## config.mk

```make
export PLATFORM = sky130hd
export DESIGN_NAME = micro_sequencer
export DESIGN_NICKNAME = d
export VERILOG_FILES = /design/src/rtl/risc8_pkg.sv /design/src/rtl/micro_sequencer_rom.sv /design/src/rtl/micro_sequencer.sv
export SDC_FILE = /design/constraint.sdc
export NUM_CORES = 1
export LEC_CHECK = 0
export BUFFER_PORTS_ARGS = -buffer_cell sky130_fd_sc_hd__buf_2
export CAP_MARGIN = 20
export CORE_UTILIZATION = 35
export DETAILED_ROUTE_END_ITERATION = 16
export PLACE_DENSITY_LB_ADDON = 0.15
export SLEW_MARGIN = 30
export SYNTH_ARGS = -nofsm -noshare
export SYNTH_HDL_FRONTEND = slang
export SYNTH_SLANG_ARGS = --single-unit
```

## constraint.sdc

```tcl
create_clock -name clk -period 2.3 [get_ports clk]
set_clock_uncertainty 0.15 [all_clocks]
set_input_delay 0.46 -clock clk [delete_from_list [all_inputs] [get_ports clk]]
set_output_delay 0.46 -clock clk [all_outputs]
set_load 0.03 [all_outputs]
```

## src/rtl/risc8_pkg.sv

```systemverilog
// Shared definitions for the risc8 control path: opcodes, control-word bit
// positions and the sequencer state encoding.
package risc8_pkg;

    localparam int unsigned CTRLW          = 16;
    localparam int unsigned LAST_EXEC_STEP = 4;

    localparam logic [3:0] OP_NOP = 4'h0;
    localparam logic [3:0] OP_LDA = 4'h1;
    localparam logic [3:0] OP_ADD = 4'h2;
    localparam logic [3:0] OP_SUB = 4'h3;
    localparam logic [3:0] OP_STA = 4'h4;
    localparam logic [3:0] OP_LDI = 4'h5;
    localparam logic [3:0] OP_JMP = 4'h6;
    localparam logic [3:0] OP_JZ  = 4'h7;
    localparam logic [3:0] OP_OUT = 4'hE;
    localparam logic [3:0] OP_HLT = 4'hF;

    localparam int unsigned C_PC_OUT  = 0;
    localparam int unsigned C_PC_INC  = 1;
    localparam int unsigned C_PC_LOAD = 2;
    localparam int unsigned C_MAR_IN  = 3;
    localparam int unsigned C_RAM_OUT = 4;
    localparam int unsigned C_RAM_IN  = 5;
    localparam int unsigned C_IR_IN   = 6;
    localparam int unsigned C_A_IN    = 7;
    localparam int unsigned C_A_OUT   = 8;
    localparam int unsigned C_B_IN    = 9;
    localparam int unsigned C_ALU_OUT = 10;
    localparam int unsigned C_ALU_SUB = 11;
    localparam int unsigned C_OUT_IN  = 12;
    localparam int unsigned C_HALT    = 13;

    typedef enum logic [1:0] {
        S_IDLE = 2'd0,
        S_RUN  = 2'd1,
        S_WAIT = 2'd2,
        S_HALT = 2'd3
    } seq_state_e;

    // A step touching RAM must wait for the memory handshake.
    function automatic logic is_mem_step(input logic [CTRLW-1:0] word);
        return word[C_RAM_OUT] | word[C_RAM_IN];
    endfunction

endpackage

```

## src/rtl/micro_sequencer_rom.sv

```systemverilog
// Combinational microcode: {opcode, step, zero_flag} -> control word and
// an end-of-instruction marker.
module microcode_rom
    import risc8_pkg::*;
#(
    parameter int unsigned OPW   = 4,
    parameter int unsigned STEPW = 3
) (
    input  logic [OPW-1:0]   opcode,
    input  logic [STEPW-1:0] step,
    input  logic             zero_flag,
    output logic [CTRLW-1:0] ctrl,
    output logic             last
);

    localparam logic [STEPW-1:0] T0 = STEPW'(0);
    localparam logic [STEPW-1:0] T1 = STEPW'(1);
    localparam logic [STEPW-1:0] T2 = STEPW'(2);
    localparam logic [STEPW-1:0] T3 = STEPW'(3);
    localparam logic [STEPW-1:0] T4 = STEPW'(4);

    logic is_sub;
    assign is_sub = (opcode == OPW'(OP_SUB));

    always_comb begin
        ctrl = '0;
        last = 1'b0;
        if (step == T0) begin
            ctrl[C_PC_OUT] = 1'b1;
            ctrl[C_MAR_IN] = 1'b1;
        end else if (step == T1) begin
            ctrl[C_RAM_OUT] = 1'b1;
            ctrl[C_IR_IN]   = 1'b1;
            ctrl[C_PC_INC]  = 1'b1;
        end else begin
            // Execute phase; steps with no entry decode to an idle word.
            case (opcode)
                OPW'(OP_LDA): begin
                    if (step == T2) begin
                        ctrl[C_MAR_IN] = 1'b1;
                    end else if (step == T3) begin
                        ctrl[C_RAM_OUT] = 1'b1;
                        ctrl[C_A_IN]    = 1'b1;
                        last            = 1'b1;
                    end
                end
                OPW'(OP_ADD), OPW'(OP_SUB): begin
                    if (step == T2) begin
                        ctrl[C_MAR_IN] = 1'b1;
                    end else if (step == T3) begin
                        ctrl[C_RAM_OUT] = 1'b1;
                        ctrl[C_B_IN]    = 1'b1;
                        ctrl[C_ALU_SUB] = is_sub;
                    end else if (step == T4) begin
                        ctrl[C_ALU_OUT] = 1'b1;
                        ctrl[C_A_IN]    = 1'b1;
                        ctrl[C_ALU_SUB] = is_sub;
                        last            = 1'b1;
                    end
                end
                OPW'(OP_STA): begin
                    if (step == T2) begin
                        ctrl[C_MAR_IN] = 1'b1;
                    end else if (step == T3) begin
                        ctrl[C_A_OUT]  = 1'b1;
                        ctrl[C_RAM_IN] = 1'b1;
                        last           = 1'b1;
                    end
                end
                OPW'(OP_LDI): begin
                    if (step == T2) begin
                        ctrl[C_A_IN] = 1'b1;
                        last         = 1'b1;
                    end
                end
                OPW'(OP_JMP): begin
                    if (step == T2) begin
                        ctrl[C_PC_LOAD] = 1'b1;
                        last            = 1'b1;
                    end
                end
                OPW'(OP_JZ): begin
                    if (step == T2) begin
                        ctrl[C_PC_LOAD] = zero_flag;
                        last            = 1'b1;
                    end
                end
                OPW'(OP_OUT): begin
                    if (step == T2) begin
                        ctrl[C_A_OUT]  = 1'b1;
                        ctrl[C_OUT_IN] = 1'b1;
                        last           = 1'b1;
                    end
                end
                OPW'(OP_HLT): begin
                    if (step == T2) begin
                        ctrl[C_HALT] = 1'b1;
                        last         = 1'b1;
                    end
                end
                default: begin
                    if (step == T2) begin
                        last = 1'b1;
                    end
                end
            endcase
        end
    end

endmodule

```

## src/rtl/micro_sequencer.sv

```systemverilog
// risc8 control unit: microstep counter, run/wait/halt state machine and
// the control word driven to the datapath enables.
module micro_sequencer
    import risc8_pkg::*;
#(
    parameter int unsigned OPW   = 4,
    parameter int unsigned STEPW = 3
) (
    input  logic             clk,
    input  logic             reset,
    input  logic             run,
    input  logic [OPW-1:0]   opcode,
    input  logic             zero_flag,
    input  logic             mem_ready,
    output logic [STEPW-1:0] step,
    output logic [CTRLW-1:0] ctrl,
    output logic             instr_done,
    output logic             halted
);

    localparam logic [STEPW-1:0] FIRST_DEAD = STEPW'(LAST_EXEC_STEP + 1);

    seq_state_e       state, state_nxt;
    logic [STEPW-1:0] step_nxt;
    logic [CTRLW-1:0] hold_ctrl, hold_ctrl_nxt;
    logic             hold_last, hold_last_nxt;

    logic [CTRLW-1:0] rom_ctrl;
    logic             rom_last;
    logic [CTRLW-1:0] word;
    logic             fin;
    logic             advance;

    microcode_rom #(
        .OPW   (OPW),
        .STEPW (STEPW)
    ) u_rom (
        .opcode    (opcode),
        .step      (step),
        .zero_flag (zero_flag),
        .ctrl      (rom_ctrl),
        .last      (rom_last)
    );

    always_ff @(posedge clk or posedge reset) begin
        if (reset) begin
            state     <= S_IDLE;
            step      <= '0;
            hold_ctrl <= '0;
            hold_last <= 1'b0;
        end else begin
            state     <= state_nxt;
            step      <= step_nxt;
            hold_ctrl <= hold_ctrl_nxt;
            hold_last <= hold_last_nxt;
        end
    end

    always_comb begin
        state_nxt     = state;
        step_nxt      = step;
        hold_ctrl_nxt = hold_ctrl;
        hold_last_nxt = hold_last;
        ctrl          = '0;
        instr_done    = 1'b0;
        halted        = 1'b0;
        word          = '0;
        fin           = 1'b0;
        advance       = 1'b0;

        case (state)
            S_IDLE: begin
                step_nxt = '0;
                if (run) begin
                    state_nxt = S_RUN;
                end
            end
            S_RUN: begin
                ctrl = rom_ctrl;
                word = rom_ctrl;
                fin  = rom_last;
                if (is_mem_step(rom_ctrl) && !mem_ready) begin
                    // Freeze the word so the datapath sees it unchanged while waiting.
                    state_nxt     = S_WAIT;
                    hold_ctrl_nxt = rom_ctrl;
                    hold_last_nxt = rom_last;
                end else begin
                    advance = 1'b1;
                end
            end
            S_WAIT: begin
                ctrl = hold_ctrl;
                word = hold_ctrl;
                fin  = hold_last;
                if (mem_ready) begin
                    state_nxt = S_RUN;
                    advance   = 1'b1;
                end
            end
            S_HALT: begin
                ctrl[C_HALT] = 1'b1;
                halted       = 1'b1;
                step_nxt     = '0;
            end
        endcase

        // End clears the step; unreachable steps fall back to T0 without a done pulse.
        if (advance) begin
            if (fin) begin
                instr_done = 1'b1;
                step_nxt   = '0;
                if (word[C_HALT]) begin
                    state_nxt = S_HALT;
                end else if (run) begin
                    state_nxt = S_RUN;
                end else begin
                    state_nxt = S_IDLE;
                end
            end else if (step >= FIRST_DEAD) begin
                step_nxt = '0;
            end else begin
                step_nxt = step + STEPW'(1);
            end
        end
    end

endmodule

```

Word level (Yosys, flattened, before mapping)
Index checks and enable logic that the tools add are counted.
- shifts and indexed selects: 0
- reductions and logical operators: 11
- eq/ne operators: 16
- magnitude comparators: 1
- div/mod/pow operators: 0
- add/subtract/negate cells: 1
- $mul: 0
- muxes and demuxes: 54
- bitwise gates (word level): 1
- operators with widths (kind ; number):
    one-hot mux 14 bit (2 select lines) ; 1
    2-to-1 mux 1 bit ; 27
    one-hot mux 13 bit (2 select lines) ; 1
    2-to-1 mux 2 bit ; 9
    2-to-1 mux 3 bit ; 6
    == test 4 x 3 -> 1 bit, second input constant ; 4
    2-to-1 mux 10 bit ; 1
    one-hot mux 1 bit (2 select lines) ; 5
    == test 4 x 2 -> 1 bit, second input constant ; 2
    == test 4 bit, second input constant ; 2
    2-to-1 mux 7 bit ; 1
    == test 3 x 2 -> 1 bit, second input constant ; 2
    one-hot mux 1 bit (3 select lines) ; 2
    one-hot mux 2 bit (3 select lines) ; 1
    OR reduction 2 bit ; 3
    == test 2 bit, second input constant ; 2
    == test 4 x 1 -> 1 bit, second input constant ; 1
    OR reduction 4 bit ; 1
    adder 3 x 1 -> 3 bit, second input constant ; 1
    == test 3 x 1 -> 1 bit, second input constant ; 1
    == test 3 bit, second input constant ; 1
    >= comparator 3 bit, second input constant ; 1
    logical NOT 3 bit ; 1
    OR reduction 3 bit ; 1
    7 further kinds ; 7
- bits in writable memories: 0
- memories: 0
- bits of input ports: 9
- latch bits: 0
- bits in read-only memories: 0
- flip-flop bits (word level): 20
- word-level logic and storage cells: 88
- output and inout bits: 21

Longest topological paths before layout
- depth in word-level cells: 13
- mapped depth: 10
- gate-level depth less buffers: 7

Hierarchy
A second synthesis with hierarchy kept.
- cell total of the unflattened synthesis: 180
- area total of the unflattened synthesis: 1689.1 um^2
- by module, submodules not included (module ; area an instance (um^2) ; sequential area each (um^2) ; times used ; cells each):
    micro_sequencer ; 1360.1 ; 550.5 ; 1 ; 127
    microcode_rom ; 329.1 ; 0.0 ; 1 ; 53

Worst setup path before layout
OpenSTA, ideal clock, no wires.
- path kind: register to output
- start point: reg step[2]
- end point: out ctrl[5]
- cell stages (with the launch flop): 8
- required time: 1.690 ns
- setup slack: -0.646 ns
- buffers on the path: 1
- data arrival time: 2.336 ns
- cell sequence: dfrtp_1 -> buf_6 -> inv_1 -> ha_1 -> nor2b_1 -> o21ai_0 -> or4_1 -> a21oi_1
- cells in the longest elaborated chain, start to end: 7
- elaborated cells on any way between the ends: 10
- classes of those cells: eq/ne (3); mux (6); reduce/logical (1)
- RTL lines (item ; RTL line ; RTL):
    from (decl) ; micro_sequencer.sv:15 ; output logic [STEPW-1:0] step,
    from (signal assigned) ; micro_sequencer.sv:53 ; step <= step_nxt;
    == test 3 x 2 -> 1 bit ; micro_sequencer_rom.sv:64 ; end else if (step == T3) begin
    2-to-1 mux 1 bit ; micro_sequencer_rom.sv:64 ;
    2-to-1 mux 1 bit ; n/a ;
    2-to-1 mux 1 bit ; micro_sequencer_rom.sv:37 ; case (opcode)
    2-to-1 mux 1 bit ; micro_sequencer_rom.sv:31 ; end else if (step == T1) begin
    2-to-1 mux 10 bit (*) ; micro_sequencer_rom.sv:28 ; if (step == T0) begin
    one-hot mux 13 bit (2 select lines) (*) ; micro_sequencer.sv:71 ; case (state)
    to (decl) ; micro_sequencer.sv:16 ; output logic [CTRLW-1:0] ctrl,
Every way passes the cells marked *; elsewhere a longest branch is shown, timed or not.

Final worst setup path
- start point: reg step[0]
- end point: out ctrl[8]
- cells in the longest elaborated chain, start to end: 7
- elaborated cells on any way between the ends: 11
- classes of those cells: eq/ne (3); mux (7); reduce/logical (1)
- RTL lines (item ; RTL line):
    == test 3 x 2 -> 1 bit ; micro_sequencer_rom.sv:64
    2-to-1 mux 1 bit ; micro_sequencer_rom.sv:64
    2-to-1 mux 1 bit ; n/a
    one-hot mux 1 bit (2 select lines) ; micro_sequencer_rom.sv:37
    2-to-1 mux 7 bit ; micro_sequencer_rom.sv:31
    2-to-1 mux 10 bit (*) ; micro_sequencer_rom.sv:28
    one-hot mux 13 bit (2 select lines) (*) ; micro_sequencer.sv:71
Marked as above.

==> run summary <==
Measured along the x axis, the die boundary spans between 70 and 80 um. The first-pass GRT wire length came out at 8160 um. The number of synthesis warnings is 0. The floorplan step defined a core boundary enclosing about 0.0044 mm2.

The power per unit of standard cell area is 831 mW/mm2. The die height came out at 70.1 um. STA classifies the critical path startpoint as a register. The number of slew-limit violations in the final report came out at 0. Each instance of the synthesized netlist takes up on average 8.59 um2. Entering global routing, the biggest net connects 20 pins. The longest individual stage delay on the worst path is about 0.5 ns. The smallest clock period supported by the final layout is computed as between 2 and 3 ns.

The number of nets still failing antenna checks after routing is 0. The number of antenna violations at the first check in global routing is 0. Broken down by cell family, the worst path's largest delay share belongs to simple AND/OR/NAND/NOR gates. Ranked by total cell area, the synthesized netlist is headed by sky130_fd_sc_hd__dfrtp_1, sky130_fd_sc_hd__ha_1, sky130_fd_sc_hd__nor2_1, sky130_fd_sc_hd__buf_6, sky130_fd_sc_hd__a21oi_1. Summed over all instances, the cell type with the most area after synthesis is sky130_fd_sc_hd__dfrtp_1. After synthesis the cells add up to 0.00162 mm2. Setup violations remaining at the end of the flow were counted as 32. The routed length per instance is about 16 um. The number of core rows is 24. The routability congestion estimate is ~0.81. The clock input transition at the sequential cells of the worst setup and hold paths is 0.08 ns. The sequential share of the synthesized area came out at 29.3%.

The total global routing track utilization is between 20% and 30%. The fraction of synthesis flops using an asynchronous set or reset pin is 100%. The number of buffers inserted during clock tree synthesis is 3.

The total wire length after detailed routing came out at 5200 um. The clock tree buffer depth came out at 2. The number of placed I/O pins is 30. The depth of the CTS H-tree came out at 1.

Counting both buffers and inverters, the worst setup path holds a total of 2. The sum of overflow across all layers after global routing is 0. The flow ran to the end, but the final reports show violations.

The total negative slack for setup checks is -9.01 ns. The number of hold violations in the final report is 0. The effective utilization at floorplan came out at 36.8%. The standby leakage power came out at 1.17 nW. The min-delay analysis places its worst path in the category primary input to asynchronous set/reset pin. The critical path goes through buf_6, ha_4, nor3_4, o21ai_2, or4_4, a21oi_4, buf_6. At the placement stage, the worst setup path has a slack of -0.364 ns. The share of the synthesized area in the top cell type is 29.3%. The detailed placement HPWL came out at 3620 um. The via count of the first global-routing pass came to 1756. The critical-path cell with the highest stage delay is sky130_fd_sc_hd__or4_4. The maximum fanout count along the critical path came out at 6. The final instance area came out at approximately 0.0028 mm2. The synthesis-to-layout area growth is 69.4%.

The core occupancy in the finished layout came out at around 62%. The worst-margin pin slew is 0.758 ns. The total DRC errors in the routed layout is 0. The clock tree root driver cell is sky130_fd_sc_hd__clkbuf_8. The starting DRC count in detailed routing is 66. The dominant cell type by count on the critical path is sky130_fd_sc_hd__buf_6. The detailed-route vias per instance came out at roughly 5.3. The vias after detailed routing is about 1700. STA classifies the critical path endpoint as an output pin. The clock net sink count is 19. 0 antenna diodes ended up in the layout.

TritonCTS built the clock tree. The final reports fail on negative setup slack. The normalized max-slew margin is 49.4%. The post-synthesis sequential element count is 19. The die area came out at just under 0.005 mm2. Max-cap violations in this run came to 0. The worst path setup slack after routing is -0.452 ns. IR analysis of the VDD net gives a maximum drop of 504 uV. For the worst-skew pair, the clock arrives at the later sink with an insertion delay of about 0.26 ns. The area of placed instances came out at 0.00222 mm2. For this run, the leading register cell type out of synthesis is sky130_fd_sc_hd__dfrtp_1. For this run, the detailed router's first-pass iteration total came to 4.

The count of cell types in the netlist is 50. The net count of the finished layout is 283. The quantity of hold-fixing buffers added after cts came out at 0. The top achievable clock speed came out at 363 MHz. The worst setup path is of the register to output pin kind. Of the cells placed in the final design, the portion with a size suffix greater than 1 is slightly below 60%.

Port buffering added 27 buffers. For the worst setup path, the data arrival time is between 2 and 2.5 ns. The worst path uses 120% of the clock period. Setup repair after global routing could not meet its margin everywhere. The synthesized instance count is between 150 and 200. Data on the critical path is required at its endpoint by 1.69 ns.

Yosys mapped a number of flops with a built-in enable equal to 0.
## power by group
group / internal [mW] / switching, mW / total (mW)
registers: 0.376 / 0.0403 / 0.416
logic: 0.764 / 0.869 / 1.63
clock network: 0.120 / 0.117 / 0.237
## synthesized netlist by cell type, drive strengths merged (3+ instances only)
master	number
a32oi	3
nor3b	3
a22oi	3
nand3	4
nor4	3
nand2b	4
nor2b	3
a21oi	13
o21ai	6
dfrtp	19
mux2	4
nor2	23
o22ai	5
inv	11
clkbuf	5
nor3	4
nand2	17
and2	6
o211ai	4
ha	9
buf	12
## timing repair
item,4_1_cts,5_1_grt
pin swaps,10,28
gates resized for setup,31,49
cloned,1,1
endpoints found under the setup margin,30,33
buffers inserted,3,11
## stage by stage
step | cells | total power, mW | hold WS (ns)
after floorplan | 190 | 1.22 | 0.261
after global placement | 296 | 1.59 | 0.316
after detailed placement | 296 | 1.61 | 0.320
after CTS | 304 | 1.96 | 0.197
after global routing | 316 | 2.43 | 0.231
final | 316 | 2.29 | 0.176
## layout by cell type (no fill, tap or decap), types with 3 or more instances in the layout
master	instances
sky130_fd_sc_hd__inv_1	6
sky130_fd_sc_hd__dfrtp_2	3
sky130_fd_sc_hd__o22ai_1	3
sky130_fd_sc_hd__o21ai_1	4
sky130_fd_sc_hd__nand2_1	15
sky130_fd_sc_hd__nor2_4	4
sky130_fd_sc_hd__nor2_2	7
sky130_fd_sc_hd__buf_2	13
sky130_fd_sc_hd__nand2b_1	3
sky130_fd_sc_hd__nor2_1	12
sky130_fd_sc_hd__nand3_1	4
sky130_fd_sc_hd__a21oi_4	4
sky130_fd_sc_hd__buf_6	19
sky130_fd_sc_hd__a21oi_2	3
sky130_fd_sc_hd__a21oi_1	6
sky130_fd_sc_hd__mux2_4	4
sky130_fd_sc_hd__buf_4	52
sky130_fd_sc_hd__o211ai_1	4
sky130_fd_sc_hd__inv_4	3
sky130_fd_sc_hd__and2_1	5
sky130_fd_sc_hd__nor4_4	3
sky130_fd_sc_hd__clkbuf_8	3
sky130_fd_sc_hd__dfrtp_1	16
sky130_fd_sc_hd__ha_4	7
## registers in the layout, summed over array words and instances (netlist names)
signal	count
hold_ctrl	13
hold_last	1
state	2
step	3
## worst reg2reg max path, cell delays in order (launching register included)
cell and delay [ns]:
sky130_fd_sc_hd__dfrtp_2 0.46, sky130_fd_sc_hd__inv_4 0.07, sky130_fd_sc_hd__ha_4 0.19, sky130_fd_sc_hd__buf_4 0.14, sky130_fd_sc_hd__nor3b_4 0.32, sky130_fd_sc_hd__a211oi_4 0.08, sky130_fd_sc_hd__buf_4 0.16, sky130_fd_sc_hd__or4b_4 0.54
sky130_fd_sc_hd__buf_6 0.16, sky130_fd_sc_hd__mux2_4 0.30
## logic make-up (layout without fill, tap and decap cells)
| logic type | count (synthesis) | count (layout) | synth area share (%) |
|---|---|---|---|
| simple gates | 76 | 76 | 25.0 |
| fa+ha+maj | 9 | 9 | 6.93 |
| xor+xnor | 1 | 1 | 0.539 |
| other cells | 1 | 2 | 0.231 |
| buf+inv | 28 | 102 | 10.2 |
| flops | 19 | 19 | 29.3 |
| compound gates | 49 | 49 | 23.0 |
| mux | 6 | 6 | 4.93 |
## final cells by class
| type | count | area, um2 |
|---|---|---|
| clock buffer | 3 | 41.3 |
| clock inverter | 1 | 5.00 |
| fill | 351 | 1660 |
| inverter | 11 | 48.8 |
| multi-input combinational | 143 | 1380 |
| sequential | 19 | 479 |
| tap | 52 | 65.1 |
| timing repair buffer | 87 | 734 |
## path summary, 6_finish.rpt
kind | start | endpoint | slack (ns) | cells past startpoint
max | step[0] | ctrl[8] | -0.45 | 7
min | reset | hold_ctrl[3] | 0.18 | 2
max reg2reg | step[1] | hold_ctrl[10] | -0.39 | 9
min reg2reg | hold_ctrl[13] | hold_ctrl[13] | 0.35 | 1
max in group asynchronous | reset | step[1] | 1.30 | 2
min in group clk | hold_ctrl[13] | hold_ctrl[13] | 0.35 | 1
## per-layer routing
layer	up-vias	track usage, %	share of wire, %
li1	814	-	-
met1	837	26.0	44
met2	29	37.1	53
met3	2	2.74	3.0
met4	0	4.44	0.37
met5	-	0	0
No activity file was read; power rests on OpenSTA's default activity.
